### config.mk
export PLATFORM = sky130hd
export DESIGN_NAME = mem_stage
export DESIGN_NICKNAME = d
export VERILOG_FILES = /design/src/rtl/mem_stage.sv
export SDC_FILE = /design/constraint.sdc
export NUM_CORES = 1
export LEC_CHECK = 0
export CAP_MARGIN = 15
export CORE_AREA = 8 8 116 118
export CTS_CLUSTER_SIZE = 20
export DETAILED_ROUTE_END_ITERATION = 8
export DIE_AREA = 0 0 124 126
export PLACE_DENSITY = 0.84
export RECOVER_POWER = 50
export SLEW_MARGIN = 20
export SYNTH_ARGS = -nofsm -noshare
export SYNTH_HDL_FRONTEND = slang
export SYNTH_SLANG_ARGS = --single-unit
### constraint.sdc
create_clock -name clk -period 1.35 [get_ports clk]
set_input_delay 0.135 -clock clk [delete_from_list [all_inputs] [get_ports clk]]
set_output_delay 0.135 -clock clk [all_outputs]
set_load 0.005 [all_outputs]
### src/rtl/mem_stage.sv
// Purpose : MEM pipeline stage; resolves branch/jump, runs the data-memory req/ack access, holds the MEM/WB register.
// Latency : pcsrc/pc_target/dmem_* combinational; MEM/WB fields one edge after the completing (ack) cycle.
// Backpress: stall=dmem_req&~dmem_ack freezes upstream; MEM/WB receives a bubble (RegWrite_wb=0) while stalled.
//
// Ports: clk/rst (sync, active-high); EX/MEM controls and data (branch, jump, MemRead, MemWrite,
//        RegWrite, MemtoReg, add_out, alu_out, aluzero, readdata2, muxRegDst); branch resolution
//        (pcsrc, pc_target); stall; data-memory port (dmem_req, dmem_we, dmem_addr, dmem_wdata,
//        dmem_rdata, dmem_ack); MEM/WB register (RegWrite_wb, MemtoReg_wb, memdata_wb, alu_wb,
//        regdst_wb); misalign_err.
// Optional: define MEM_ALIGN_CHECK_EN to reject word-misaligned accesses (no request issued,
//           bubble into MEM/WB, one-cycle misalign_err pulse). Undefined: no check, misalign_err=0.
module mem_stage #(
    parameter int DATA_W = 32,
    parameter int REG_W  = 5
) (
    input  logic              clk,
    input  logic              rst,
    input  logic              branch,
    input  logic              jump,
    input  logic              MemRead,
    input  logic              MemWrite,
    input  logic              RegWrite,
    input  logic              MemtoReg,
    input  logic [DATA_W-1:0] add_out,
    input  logic [DATA_W-1:0] alu_out,
    input  logic              aluzero,
    input  logic [DATA_W-1:0] readdata2,
    input  logic [REG_W-1:0]  muxRegDst,
    output logic              pcsrc,
    output logic [DATA_W-1:0] pc_target,
    output logic              stall,
    output logic              dmem_req,
    output logic              dmem_we,
    output logic [DATA_W-1:0] dmem_addr,
    output logic [DATA_W-1:0] dmem_wdata,
    input  logic [DATA_W-1:0] dmem_rdata,
    input  logic              dmem_ack,
    output logic              RegWrite_wb,
    output logic              MemtoReg_wb,
    output logic [DATA_W-1:0] memdata_wb,
    output logic [DATA_W-1:0] alu_wb,
    output logic [REG_W-1:0]  regdst_wb,
    output logic              misalign_err
);

    localparam logic [0:0] S_IDLE = 1'b0;
    localparam logic [0:0] S_WAIT = 1'b1;

    logic [0:0] state;
    logic       access;
    logic       misaligned;
    logic       load_done;

    assign access = MemRead | MemWrite;

`ifdef MEM_ALIGN_CHECK_EN
    assign misaligned = access & (alu_out[1:0] != 2'b00);
`else
    assign misaligned = 1'b0;
`endif

    // Branch resolution is never held back by a memory stall.
    assign pcsrc     = (branch & aluzero) | jump;
    assign pc_target = add_out;

    // In WAIT the request stays up regardless of access, since upstream holds the same inputs.
    assign dmem_req   = ((state == S_IDLE) & access | (state == S_WAIT)) & ~misaligned;
    assign dmem_we    = MemWrite;
    assign dmem_addr  = alu_out;
    assign dmem_wdata = readdata2;
    assign stall      = dmem_req & ~dmem_ack;

    // Read+write together behaves as a store, so only a pure load captures read data.
    assign load_done = dmem_req & dmem_ack & MemRead & ~MemWrite;

    always_ff @(posedge clk) begin
        if (rst) begin
            state       <= S_IDLE;
            RegWrite_wb <= 1'b0;
            MemtoReg_wb <= 1'b0;
            memdata_wb  <= '0;
            alu_wb      <= '0;
            regdst_wb   <= '0;
        end else begin
            // Outstanding access (request without ack) is exactly the WAIT condition.
            state <= stall ? S_WAIT : S_IDLE;
            if (stall) begin
                RegWrite_wb <= 1'b0;
            end else begin
                RegWrite_wb <= RegWrite & ~misaligned;
                MemtoReg_wb <= MemtoReg;
                alu_wb      <= alu_out;
                regdst_wb   <= muxRegDst;
                if (load_done) begin
                    memdata_wb <= dmem_rdata;
                end
            end
        end
    end

`ifdef MEM_ALIGN_CHECK_EN
    always_ff @(posedge clk) begin
        if (rst) begin
            misalign_err <= 1'b0;
        end else begin
            misalign_err <= misaligned;
        end
    end
`else
    assign misalign_err = 1'b0;
`endif

endmodule

# After elaboration in Yosys (flattened, before gate mapping)
# Index checks and enable logic that the tools add are counted.
op_classes:
  n_mux: 1
  bitwise_logic: 13
  reduce_logical: 2
op_table:
  columns: ["op", "count"]
  rows:
  - ["1-bit bitwise AND", 6]
  - ["1-bit NOT", 4]
  - ["1-bit bitwise OR", 3]
  - ["2-bit AND reduction", 1]
  - ["2-bit OR reduction", 1]
  - ["1-bit 2-to-1 mux", 1]
totals:
  reg_bits: 72
  inputBits: 143
  output_inout_bits: 172
  word_cells: 22

# Logic depth before layout (Yosys ltp)
# Gate-level depths: netlist of the first run.
logic_depth:
  word_depth: 7
  ltp_mapped: 6
  mapped_depth_nobuf: 4

# Worst setup path after synthesis of the first run
# OpenSTA, ideal clock, no wires.
synth_timing:
  path_kind: "register to register"
  from: "reg state"
  to: "reg alu_wb[12]"
  setup_ps: 117
  t_arrival_ps: 1067
  required_ps: 1233
  setup_slack_ps: 166
  stages_incl_launch_ff: 6
  path_buffers: 2
  period_less_slack_ps: 1184
  cell_sequence: "dfxtp_1 > nor3_4 > nor3_2 > buf_2 > buf_2 > a22o_1"
synth_via:
  elab_chain_len: 4
synth_rtl:
  columns: ["item", "line_no", "source"]
  rows:
  - ["start: declaration", "49", "logic [0:0] state;"]
  - ["start signal: assignment", "86", "state <= stall ? S_WAIT : S_IDLE;"]
  - ["1-bit NOT", "67", "assign dmem_req = ((state == S_IDLE) & access | (state == S_WAIT)) & ~misaligned;"]
  - ["1-bit bitwise AND", "67", null]
  - ["1-bit bitwise OR (*)", "67", null]
  - ["1-bit bitwise AND (*)", "71", "assign stall = dmem_req & ~dmem_ack;"]
  - ["end signal: assignment", "92", "alu_wb <= alu_out;"]
  - ["end: declaration", "41", "output logic [DATA_W-1:0] alu_wb,"]
# Every way passes the cells marked *; elsewhere a longest branch is shown, timed or not.
# A chain may end at the register's enable or synchronous reset.

# Final worst setup path of the first run
layout_timing:
  from: "in alu_out[0]"
  to: "out dmem_addr[0]"
layout_lines:
  columns: ["item", "line_no", "source"]
  rows:
  - ["start: declaration", "25", "input logic [DATA_W-1:0] alu_out,"]
  - ["end: declaration", "34", "output logic [DATA_W-1:0] dmem_addr,"]
# No word-level cell between the ends.

==> reports/results.ini, run 1 <==
[status]
status = complete, no violations

[routing]
drtIter0Drc = 64
top_layer = met4
dr_wl_met2_um = 4612
via_count = 2537
detail-route-antenna-nets = 0
routedWlPerCell_um = 16.91
first_pass_iters = 4
viasPerCell = 4.389
drc = 0
wl_met1_um = 3198
wl_met3_um = 1605
wl_um = 9772

[timing]
rsz0062_at_grt = true
fin_crit_ps = 1322
maxSlewViolCount = 0
setup_viol = 0
whs_ps = 270.0
finClkSkew_ps = 3.378
max_freq_mhz = 756.7
min_period_over_period_pct = 97.89
finalHoldViolations = 0

[pwr]
internal-power_w = 0.004390
ir_worst_vdd_mv = 0.4754
comb_power_share_pct = 15.0
p_clk_share_pct = 43.7
power_density_nw_per_um2 = 1173
power.total_w = 0.005569
p_seq_share_pct = 41.3
switchingPower_w = 0.001179
leakage_nw = 1.827
swShare_pct = 21.17

[floorplan]
core_um2 = 11710
io_pins = 315
rows = 40
dieArea_um2 = 15620
initial_utilization_pct = 26.36
die_w_um = 124
die_h_um = 126

[grt]
grt_pass1_vias = 2769
antenna_found_initial = 0
overflow = 0
grt_pass1_wl_um = 14210
grt_max_degree = 40
grt_usage_pct = 11.68

[flow_run]
cap_violations = 0

[synthesis]
async_flop_share_pct = 0
synth.distinct_cells = 19
syn_area_per_cell_um2 = 9.242
yosysMostFrequentCell = buf_4
synth_seq_cells = 72
ys_warn_count = 0
synth_enable_flop_cells = 0
synth.yosys.seq_area_share_pct = 46.70
syn_nets = 477
yosys.area.top_type = dfxtp_1
dominantRegCellSynth = dfxtp_1
netlist_instances = 334
synthTopCellsByArea = dfxtp_1 47%, buf_4 24%, a22o_1 11%
yosys.area.top_type_share_pct = 46.70
syn-cell-area_um2 = 3087
synth_top_cells_by_count = 98 x buf_4, 72 x dfxtp_1, 64 x nand2_1

[clock_network]
clock-sinks = 72
cts_made_buffers = 9
cts_tree = built
clk_latency_ps = 320
htreeDepth = 3
cts_buffer_depth = 2
ctsHoldBuffers = 0
cts-root-buf = clkbuf_16

[worst_setup_path]
path_cells = clkdlybuf4s50_1 -> clkdlybuf4s50_1
cp_top_family = buffers and inverters
cpMostUsedCell = clkdlybuf4s50_1
critPathRequiredTime_ps = 1220
slowest_delay_ps = 530
startpoint_type = input port
end_kind = output pin
arrival_ps = 1190
path_class = in2out
cp_max_fo = 2
cpMaxStageDelayCell = clkdlybuf4s50_1
cp_num_buf_inv = 2

[final_layout]
nFillCells = 1171
fin_area_um2 = 4747
area_delta_synth_final_pct = 53.79
drive_above_1_share_pct = 8.121
final_nets = 570
utilization_pct = 40.53
antennaDiodeCount = 0

[place]
place_congestion = 0.7895
portBuffers = 185
dp_hpwl_um = 7885
dpl_cell_area_um2 = 4452

[worst_hold_path]
min_path_type = in2out

==> sequential cells by signal, indices dropped and copies added (netlist names) <==
signal       count
RegWrite_wb      1
memdata_wb      32
regdst_wb        5
state            1
MemtoReg_wb      1
alu_wb          32
==> per-stage QoR <==
step,TNS [ps],std cells,setup slack (ps)
5_1_grt,-140.2,578,-24.25
6_report,0,578,28.49
4_1_cts,0,578,2.153
3_5_place_dp,-15650,562,-338.8
2_1_floorplan,0,334,166.3
3_3_place_gp,-13990,562,-331.0
==> cells by family after synthesis <==
logic type	share of synthesized area (%)
compound gates	16.50
simple gates	9.486
buf+inv	27.20
flops	46.70
other cells	0.1215
==> path summary, 6_finish.rpt <==
path	start	endpoint	slack, ps	cells past startpoint
max reg2reg	state	alu_wb[18]	40	6
max	alu_out[0]	dmem_addr[0]	30	2
min reg2reg	memdata_wb[0]	memdata_wb[0]	450	2
min	readdata2[26]	dmem_wdata[26]	270	0
==> cell type report <==
cell class                      instances  area, µm²  area share [%]
Inverter                                2      7.507          0.1581
Multi-Input combinational cell        143      819.5           17.26
Timing Repair Buffer                  199       1989           41.91
Sequential cell                        72       1444           30.42
Tap cell                              147      183.9           3.875
Clock buffer                           11      232.7           4.902
Clock inverter                          4      70.07           1.476
==> layout by cell type (no fill, tap or decap), types with 4 or more instances in the layout <==
| master | count |
|---|---|
| a21oi_1 | 32 |
| dfxtp_1 | 70 |
| clkbuf_16 | 9 |
| buf_4 | 8 |
| dlygate4sd2_1 | 12 |
| clkdlybuf4s25_1 | 32 |
| a22o_1 | 38 |
| buf_12 | 4 |
| nand2_1 | 64 |
| clkdlybuf4s50_1 | 139 |
==> power groups by stage <==
stage	combinational [W]	sequential [W]	clock, W
floorplan	0.000422	0.00235	0
global placement	0.000855	0.00234	0
detailed placement	0.000875	0.00234	0
CTS	0.000867	0.00230	0.00252
global route	0.000894	0.00231	0.00262
finish	0.000833	0.00230	0.00243
==> layer usage <==
| layer | vias up | global-route usage (%) |
|---|---|---|
| li1 | 1195 | - |
| met1 | 1136 | 10.25 |
| met2 | 173 | 19.03 |
| met3 | 33 | 7.954 |
| met4 | 0 | 7.353 |
| met5 | - | 0 |
==> timing repair <==
action	4_1_cts	5_1_grt
pin swaps	2	10
setup buffers	1	0
endpoints found under the setup margin	14	54
resized for setup	24	32
hold endpoints to repair	0	0
Note: power is estimated with default switching activity, not from simulation.
==> run 2, diff against run 1 <==
CORE_AREA = 8 8 118 120   (was 8 8 116 118)
DIE_AREA = 0 0 126 128   (was 0 0 124 126)
DONT_BUFFER_PORTS = 1   (was unset)
PLACE_DENSITY = 0.48   (was 0.84)
==> run 2 against run 1 <==
Against the previous run: clock skew is 2.5 ps higher; hold slack worse by 250 ps; register-to-register slack gained 70 ps.
==> reports/results.ini, run 2 (synthesized netlist as in run 1, its figures left out) <==
[worst_setup_path]
startpoint_type = flop
arrival_ps = 1510  ; +320 ps
path_class = reg2reg
path_cells = nor3_4 -> inv_2 -> a21oi_4 -> buf_12 -> a22o_1
slowest_delay_ps = 320  ; -210 ps
critPathRequiredTime_ps = 1620  ; +400 ps
cp_num_buf_inv = 2  ; unchanged
cp_max_fo = 38  ; +36
end_kind = flop
cp_top_family = compound AO/OA/AOI/OAI gates
cpMaxStageDelayCell = dfxtp_1

[status]
status = complete, no violations

[clock_network]
cts-root-buf = clkbuf_16
htreeDepth = 3  ; unchanged
clk_latency_ps = 320  ; about the same
cts_resized = 0  ; -100%
clk_pin_slew_ps = 60
cts_tree = built
cts_made_buffers = 9  ; unchanged
ctsHoldBuffers = 72  ; +72
cts_buffer_depth = 2  ; unchanged
post_cts_buffers = 0  ; -1
clock-sinks = 72  ; unchanged

[timing]
finalHoldViolations = 0  ; unchanged
max_freq_mhz = 804.8  ; +6.4%
relSlewSlack_pct = 63.20
setup-tns-final_ps = 0  ; unchanged
finClkSkew_ps = 5.927  ; +2.549 ps
fin_ws_ps = 107.5  ; +79.00 ps
fin_crit_ps = 1243  ; -79.00 ps
min_period_over_period_pct = 92.04  ; -5.9 points
worstMarginPinSlew_ps = 552.0
setup_viol = 0  ; unchanged
rsz0062_at_grt = false
maxSlewViolCount = 0  ; unchanged

[place]
portBuffers = 0  ; -100%
dp_hpwl_um = 5474  ; -31%
place_congestion = 0.6726  ; -15%
dp_slack_ps = 131.2  ; +470.0 ps

[routing]
drtIter0Drc = 50  ; -22%
viasPerCell = 4.424  ; +0.79%
routedWlPerCell_um = 17.48  ; +3.4%
via_count = 2035  ; -20%
drc = 0  ; unchanged
detail-route-antenna-nets = 0  ; unchanged
wl_um = 8040  ; -18%
first_pass_iters = 4  ; unchanged

[final_layout]
area_delta_synth_final_pct = 16.42
final_common_cell = dfxtp_1
most-common-layout-cells = 72 x dfxtp_1, 71 x dlygate4sd3_1, 64 x nand2_1, 38 x a22o_1, 32 x a21oi_1
nFillCells = 1242  ; +6.1%
drive_above_1_share_pct = 8.065  ; -0.056 points
multi_input_area_um2 = 819.5  ; unchanged
top_regs = alu_wb x32, memdata_wb x32, regdst_wb x5
antennaDiodeCount = 0  ; unchanged
final_nets = 448  ; -21%
regArea_um2 = 1441  ; -0.17%

[grt]
overflow = 0  ; unchanged
grt_pass1_vias = 2133  ; -23%
antenna_found_initial = 0  ; unchanged
grt_usage_pct = 9.625  ; -2.1 points
use_met2_pct = 15.87  ; -3.2 points
grt_pass1_wl_um = 11990  ; -16%
met1_usage_pct = 8.667  ; -1.6 points
busiest_layer = met2
grt_max_degree = 40  ; unchanged
grtUsageMet3_pct = 5.865  ; -2.1 points

[pwr]
swShare_pct = 20.46  ; -0.71 points
internal-power_w = 0.004335  ; -1.3%
comb_power_share_pct = 7.3  ; -7.7 points
power_density_nw_per_um2 = 1517  ; +29%
ir_worst_vdd_mv = 0.4270  ; -10%
switchingPower_w = 0.001115  ; -5.4%
p_clk_share_pct = 49.9  ; +6.2 points
p_seq_share_pct = 42.8  ; +1.5 points
leakage_nw = 1.379  ; -25%

[worst_hold_path]
min_path_type = in2reg

[floorplan]
die_h_um = 128  ; +1.6%
rows = 41  ; +2.5%
die_w_um = 126  ; +1.6%
initial_utilization_pct = 25.28  ; -1.1 points
core_um2 = 12210  ; +4.3%
dieArea_um2 = 16130  ; +3.2%
io_pins = 315  ; unchanged

[flow_run]
cap_violations = 0  ; unchanged

## run 2: changes by cell type in the layout (fill, tap and decap cells not counted), sizes merged
| cell | previous run | this run |
|---|---|---|
| buf | 16 | 6 |
| bufinv | 2 | 3 |
| clkdlybuf4s25 | 32 | 0 |
| clkdlybuf4s50 | 139 | 0 |
| dlygate4sd2 | 12 | 0 |
| dlygate4sd3 | 0 | 71 |
## run 2: routing by layer
layer / vias up / part of all wire (%)
met5: - / 0
met4: 0 / 3.9
met3: 28 / 12
met2: 131 / 50
met1: 927 / 34
li1: 949 / -
## run 2: layout make-up
class / instances / share of cell area, %
inverters: 2 / 0.2089
multi-input cells: 143 / 22.81
well taps: 150 / 5.223
clock inverters: 5 / 2.890
flip-flops and latches: 72 / 40.11
repair buffers: 77 / 22.01
clock buffers: 11 / 6.755
## run 2: path summary, 6_finish.rpt
path | start | end | slack (ps) | cells past startpoint
max | state | alu_wb[0] | 110 | 5
min | rst | RegWrite_wb | 20 | 2
max reg2reg | state | alu_wb[0] | 110 | 5
min reg2reg | memdata_wb[15] | memdata_wb[15] | 480 | 2
## run 2: worst register-to-register path, cell delays in order (launching register included)
cell and delay (ps):
dfxtp_1 320, nor3_4 200, inv_2 90, a21oi_4 180, buf_12 210, a22o_1 180
## run 2: metrics by stage
step	area, µm²	instances	hold slack, ps	total power, W	utilization (%)
floorplan	3087	334	256.7	0.002769	-
global placement	2531	372	207.3	0.002590	20.73
detailed placement	2531	372	210.0	0.002597	20.73
CTS	3598	460	4.160	0.005550	29.47
global route	3593	460	8.890	0.005679	29.43
finish	3593	460	23.89	0.005450	29.43
## run 2: power by group through the flow
stage               registers [W]  clock network [W]  logic, W
floorplan                 0.00235                  0  0.000422
global placement          0.00238                  0  0.000208
detailed placement        0.00238                  0  0.000218
CTS                       0.00234            0.00282  0.000398
global route              0.00234            0.00290  0.000436
finish                    0.00233            0.00272  0.000397
